===== src/rtl/mem_ctrl.sv =====
// mem_ctrl: byte-serial RAM controller arbitrating mem-stage loads/stores over instruction fetches
//   clk_in, rst_in, rdy                     clock, async active-high reset, global ready
//   read_req_in, write_req_in, mem_addr_in,
//   mem_val_in, store_len_in                mem-stage request (read len = bytes, write len = bytes-1)
//   mem_done_out, mem_val_read_out          mem-stage completion pulse and load data
//   if_req_in, if_addr_in                   4-byte fetch request
//   if_done_out, inst_out                   fetch completion pulse and instruction
//   busy_out                                00 idle/done, 01 fetching, 10 serving mem
//   ram_din_in, io_buffer_full_in           RAM read byte (1-cycle latency), UART full
//   ram_a_out, ram_wr_out, ram_dout_out     RAM byte address, write enable, write byte
module mem_ctrl (
    input  logic        clk_in,
    input  logic        rst_in,
    input  logic        rdy,
    input  logic        read_req_in,
    input  logic        write_req_in,
    input  logic [31:0] mem_addr_in,
    input  logic [31:0] mem_val_in,
    input  logic [2:0]  store_len_in,
    output logic        mem_done_out,
    output logic [31:0] mem_val_read_out,
    output logic [1:0]  busy_out,
    input  logic        if_req_in,
    input  logic [31:0] if_addr_in,
    output logic        if_done_out,
    output logic [31:0] inst_out,
    input  logic [7:0]  ram_din_in,
    input  logic        io_buffer_full_in,
    output logic [31:0] ram_a_out,
    output logic        ram_wr_out,
    output logic [7:0]  ram_dout_out
);
    typedef enum logic [2:0] {IDLE, IF_RD, MEM_RD, MEM_WR, DONE} state_t;
    state_t state, state_nx;
    logic [2:0]  cnt, len;
    logic [1:0]  idx;
    logic [31:0] base, wdata, asm_q, asm_nx;
    logic        mem_req, stall, take_mem, take_if, fin;
    assign mem_req      = read_req_in | write_req_in;
    assign ram_a_out    = base + {29'b0, cnt};
    assign ram_dout_out = wdata[{cnt[1:0], 3'b000} +: 8];
    assign stall        = state == MEM_WR && ram_a_out[17:16] == 2'b11 && io_buffer_full_in;
    assign ram_wr_out   = state == MEM_WR && !stall;
    // the byte on ram_din_in belongs to the address issued one cycle earlier
    assign idx          = cnt[1:0] - 2'd1;
    always_comb begin
        asm_nx = asm_q;
        if (cnt != 3'd0) asm_nx[{idx, 3'b000} +: 8] = ram_din_in;
    end
    always_comb begin
        state_nx = state;
        take_mem = 1'b0;
        take_if  = 1'b0;
        fin      = 1'b0;
        case (state)
            IDLE:    begin
                take_mem = mem_req;
                take_if  = !mem_req && if_req_in;
            end
            // a mem request preempts an in-flight fetch; IF keeps requesting and is re-served
            IF_RD:   begin
                take_mem = mem_req;
                fin      = !mem_req && cnt == len;
            end
            MEM_RD:  fin = cnt == len;
            MEM_WR:  fin = !stall && cnt == len;
            default: state_nx = IDLE;
        endcase
        if (take_mem) state_nx = write_req_in ? MEM_WR : MEM_RD;
        else if (take_if) state_nx = IF_RD;
        else if (fin) state_nx = DONE;
    end
    always_ff @(posedge clk_in or posedge rst_in)
        if (rst_in) state <= IDLE;
        else if (rdy) state <= state_nx;
    always_ff @(posedge clk_in or posedge rst_in) begin
        if (rst_in) begin
            cnt              <= 3'd0;
            len              <= 3'd0;
            base             <= 32'd0;
            wdata            <= 32'd0;
            asm_q            <= 32'd0;
            mem_done_out     <= 1'b0;
            if_done_out      <= 1'b0;
            mem_val_read_out <= 32'd0;
            inst_out         <= 32'd0;
            busy_out         <= 2'b00;
        end else if (rdy) begin
            busy_out     <= state_nx == IF_RD ? 2'b01 :
                            (state_nx == MEM_RD || state_nx == MEM_WR) ? 2'b10 : 2'b00;
            mem_done_out <= fin && state != IF_RD;
            if_done_out  <= fin && state == IF_RD;
            if (take_mem || take_if) begin
                cnt   <= 3'd0;
                asm_q <= 32'd0;
                len   <= take_mem ? store_len_in : 3'd4;
                base  <= take_mem ? mem_addr_in : if_addr_in;
                wdata <= mem_val_in;
            end else if (state == IF_RD || state == MEM_RD) begin
                cnt   <= cnt + 3'd1;
                asm_q <= asm_nx;
            end else if (state == MEM_WR && !stall) begin
                cnt <= cnt + 3'd1;
            end
            if (fin && state == MEM_RD) mem_val_read_out <= asm_nx;
            if (fin && state == IF_RD) inst_out <= asm_nx;
        end
    end
endmodule


===== config.mk =====
export PLATFORM = sky130hd
export DESIGN_NAME = mem_ctrl
export DESIGN_NICKNAME = d
export VERILOG_FILES = /design/src/rtl/mem_ctrl.sv
export SDC_FILE = /design/constraint.sdc
export NUM_CORES = 1
export LEC_CHECK = 0
export ABC_CLOCK_PERIOD_IN_PS = 8000
export CAP_MARGIN = 30
export CORE_MARGIN = 2
export CORE_UTILIZATION = 41
export CTS_CLUSTER_SIZE = 24
export DETAILED_ROUTE_END_ITERATION = 7
export PLACE_DENSITY = 0.73
export SLEW_MARGIN = 0
export SYNTH_ARGS = -nofsm -noshare
export SYNTH_HDL_FRONTEND = slang
export SYNTH_SLANG_ARGS = --single-unit

===== constraint.sdc =====
create_clock -name clk_in -period 8 [get_ports clk_in]
set_input_delay 1.6 -clock clk_in [delete_from_list [all_inputs] [get_ports clk_in]]
set_output_delay 1.6 -clock clk_in [all_outputs]
set_load 0.05 [all_outputs]

==> impl_metrics.csv <==
group,metric,value,unit
status,status,"finished, final reports clean",
floorplanning,dieArea,0.02060,mm²
routing,vias_per_cell,5.250,
grt,met3_usage,6.465,%
worst_setup_path,cp_slowest_stage_delay,960,ps
timing,report.final.slew_viol_count,0,
logic_synthesis,synth_edf_count,0,
logic_synthesis,synth_top_flop_cell,"dfrtp_1",
clock_network,cts_buffer_depth,2,
placement,numPortBuffers,222,
placement,finalWeightedCongestion,0.8353,
timing,fin_skew,9.039,ps
timing,setup_viol,0,
clock_network,cts_tree,"built",
grt,grt_use_met2,33.36,%
power_and_ir_drop,switchingPower,2.060,mW
clock_network,cts_resized,0,
clock_network,cts.clk_slew.worst_paths,70,ps
routing,routed_wirelength,20340,µm
floorplanning,die_w,143.5,µm
cells_and_area,num-fill-cells,1644,
worst_hold_path,min_path_type,"flop to flop",
timing,fmax,0.1705,GHz
grt,grt_pass1_wl,33090,µm
logic_synthesis,syn-num-nets,800,
grt,overflow,0,
logic_synthesis,synthArstFlopShare,100.0,%
worst_setup_path,endpoint_kind,"output port",
placement,dp.cells,1136,
timing,maxSlewHeadroom,37.60,%
logic_synthesis,syn_avg_cell_area,11.81,µm²
cells_and_area,seq_area,0.004329,mm²
clock_network,cts_root_buf,"clkbuf_16",
grt,grt_antenna_before_repair,1,
worst_setup_path,crit_chain,"ha_1, inv_1, fa_1, and2b_1, o2111ai_4, nor2_1, nand2_1, nor2_1, xnor2_1, clkdlybuf4s50_1",
cells_and_area,drive_above_1_share,7.752,%
worst_setup_path,cp-start-kind,"flop",
worst_hold_path,holdPathStages,2,
power_and_ir_drop,power_switching_share,44.67,%
routing,routedWlPerCell,17.40,µm
grt,grt_pass1_vias,6122,
routing,ant_nets,0,
worst_hold_path,min_to,"mem_val_read_out[31]$_DFFE_PP0P_",
clock_network,h-tree-depth,4,
cells_and_area,stdcell_count,1169,
floorplanning,die_h,143.5,µm
power_and_ir_drop,irDropWorstVdd,0.0002165,V
clock_network,cts_hold_buf,0,
power_and_ir_drop,leakagePower,4.921,nW
worst_setup_path,reg2reg_slack,4320,ps
logic_synthesis,synth_cells,676,
worst_setup_path,crit_type,"flop to output port",
timing,post-route-min-period,5866,ps
routing,drt_iter0_drc,294,
cells_and_area,multi_input_area,0.003467,mm²
worst_setup_path,crit_required,6400,ps
clock_network,cts_setup_buffers,0,
clock_network,clk-insertion-delay-late,430,ps
logic_synthesis,yosysSeqAreaShare,54.24,%
run,cap_viol_max_count,0,
placement,dp_hpwl,14530,µm
floorplanning,start_util,41.42,%
worst_setup_path,worstPathMaxFanout,20,
placement,pre_cts_ws,2510,ps
timing,fin_crit_sh,73.33,%
floorplanning,io_pins,223,
grt,met1_usage,26.68,%
timing,fin_ws,2134,ps
grt,groute.usage.overall,20.58,%
worst_setup_path,crit_top_cell,"nor2_1",
power_and_ir_drop,power,4.611,mW
worst_setup_path,r2r-start,"cnt[0]$_DFFE_PP0P_",
power_and_ir_drop,power_frac_seq,31.5,%
floorplanning,core_area,0.01927,mm²
timing,timing.hold.ws,483.8,ps
cells_and_area,layout.nets,1014,
worst_setup_path,reg2reg_depth,10,
power_and_ir_drop,power_frac_clock,17.7,%
worst_setup_path,cp.arrival,4270,ps
timing,finalSetupTns,0,ps
power_and_ir_drop,pwr-share-comb,50.8,%
routing,vias,6137,
power_and_ir_drop,power_density,415.9,mW/mm²
logic_synthesis,synth_warnings,0,
power_and_ir_drop,p_int,2.551,mW
cells_and_area,syn_to_final_growth,38.91,%
worst_hold_path,hold_start,"mem_val_read_out[31]$_DFFE_PP0P_",
logic_synthesis,syn_area,0.007981,mm²
floorplanning,rows,51,
clock_network,cts_buffers,17,
grt,busiest_layer,"met2",
worst_setup_path,slowest_stage,"dfrtp_1",
routing,detail_route.first_pass.iterations,4,
logic_synthesis,ys_types,49,
timing,finalHoldViolations,0,
routing,drc_errors,0,
clock_network,cts.sinks,173,
worst_setup_path,reg2reg_to,"mem_done_out$_DFFE_PP0P_",
grt,grt_max_degree,85,
timing,rsz0062_at_grt,"false",
logic_synthesis,ys_ff_latch,173,
timing,worst_pin_slew,935.9,ps
## flip-flops by register name, summed over array words and instances (netlist names)
name              cells
mem_done_out          1
wdata                32
asm_q                32
state                 3
cnt                   3
if_done_out           1
busy_out              2
len                   3
mem_val_read_out     32
base                 32
inst_out             32
## synthesized netlist by cell type, types with 2 or more instances
cell type	instances	share of area [%]
a211oi_1	2	0.19
a21oi_1	11	0.69
a22o_1	50	5.5
a22oi_1	8	0.75
and2_1	2	0.16
and3_1	4	0.31
buf_2	6	0.38
clkbuf_1	30	1.4
dfrtp_1	173	54
ha_1	9	1.4
inv_1	17	0.80
mux2_1	47	6.6
mux2_2	11	1.6
mux2i_1	34	4.3
mux4_2	8	2.3
nand2_1	70	3.3
nand2b_1	4	0.31
nand3_1	17	1.1
nand4_1	4	0.31
nor2_1	29	1.4
nor3_1	6	0.38
nor4_1	4	0.31
o21ai_0	19	1.2
o21ai_1	35	2.2
o22a_1	24	2.6
xnor2_1	22	2.4
xor2_1	8	0.88
## cell usage in the layout, fill, tap and decap left out, types with 16 or more instances in the layout
cell type / Yosys / final
a22o_1: 50 / 50
clkbuf_16: 0 / 17
clkdlybuf4s50_1: 0 / 222
dfrtp_1: 173 / 173
inv_1: 17 / 16
mux2_1: 47 / 47
mux2i_1: 34 / 34
nand2_1: 70 / 69
nand3_1: 17 / 17
nor2_1: 29 / 29
o21ai_0: 19 / 19
o21ai_1: 35 / 34
o22a_1: 24 / 24
xnor2_1: 22 / 22
## worst max-delay path, delay by kind of cell, from the launching register on
family	cells	cell delay (ps)
AND/OR/NAND/NOR	4	940
buffers and inverters	2	880
adder cells (fa/ha/maj)	2	730
XOR/XNOR	1	130
AO/OA/AOI/OAI	1	210
flip-flops	1	960
## cells by family after synthesis
kind of cell | share of synthesized area, %
AOI/OAI and AO/OA | 14.56
xor gates and xnor gates | 3.700
adders and majority gates | 1.662
buffers and inverters | 2.634
DFF | 54.24
muxes | 14.70
and+or+nand+nor | 8.496
## worst max-delay path by stage
stage                             from              endpoint
floorplan                       rst_in  asm_q[0]$_DFFE_PP0P_
global placement    cnt[0]$_DFFE_PP0P_         ram_a_out[30]
detailed placement  cnt[0]$_DFFE_PP0P_         ram_a_out[30]
CTS                 cnt[0]$_DFFE_PP0P_         ram_a_out[30]
global route        cnt[0]$_DFFE_PP0P_         ram_a_out[30]
finish              cnt[0]$_DFFE_PP0P_         ram_a_out[30]
## stage by stage
stage               instance area (µm²)  util, %
floorplan                          7981        -
global route                      11080    57.52
detailed placement                10510    54.56
global placement                  10490    54.42
finish                            11090    57.53
CTS                               11080    57.52
## cell type report
type	instances	share of cell area (%)
sequential	173	39.05
multi-input combinational	449	31.27
timing repair buffer	232	20.90
clock buffer	19	3.905
tap	265	2.991
clock inverter	13	1.241
inverter	17	0.6207
antenna	1	0.02257
## power groups by stage
stage                     registers (mW)  clock network, mW  logic, mW
after global placement              1.46                  0       2.32
after global routing                1.50              0.868       2.50
after CTS                           1.46              0.827       2.37
final                               1.45              0.815       2.34
after detailed placement            1.47                  0       2.36
after floorplan                     1.67                  0       1.39
## layer usage
| layer | routed length (µm) | vias to the layer above |
|---|---|---|
| met5 | 0 | - |
| met4 | 201 | 0 |
| met3 | 1458 | 17 |
| met2 | 9963 | 196 |
| met1 | 8712 | 3035 |
| li1 | - | 2889 |
No activity file was read; power rests on OpenSTA's default activity.
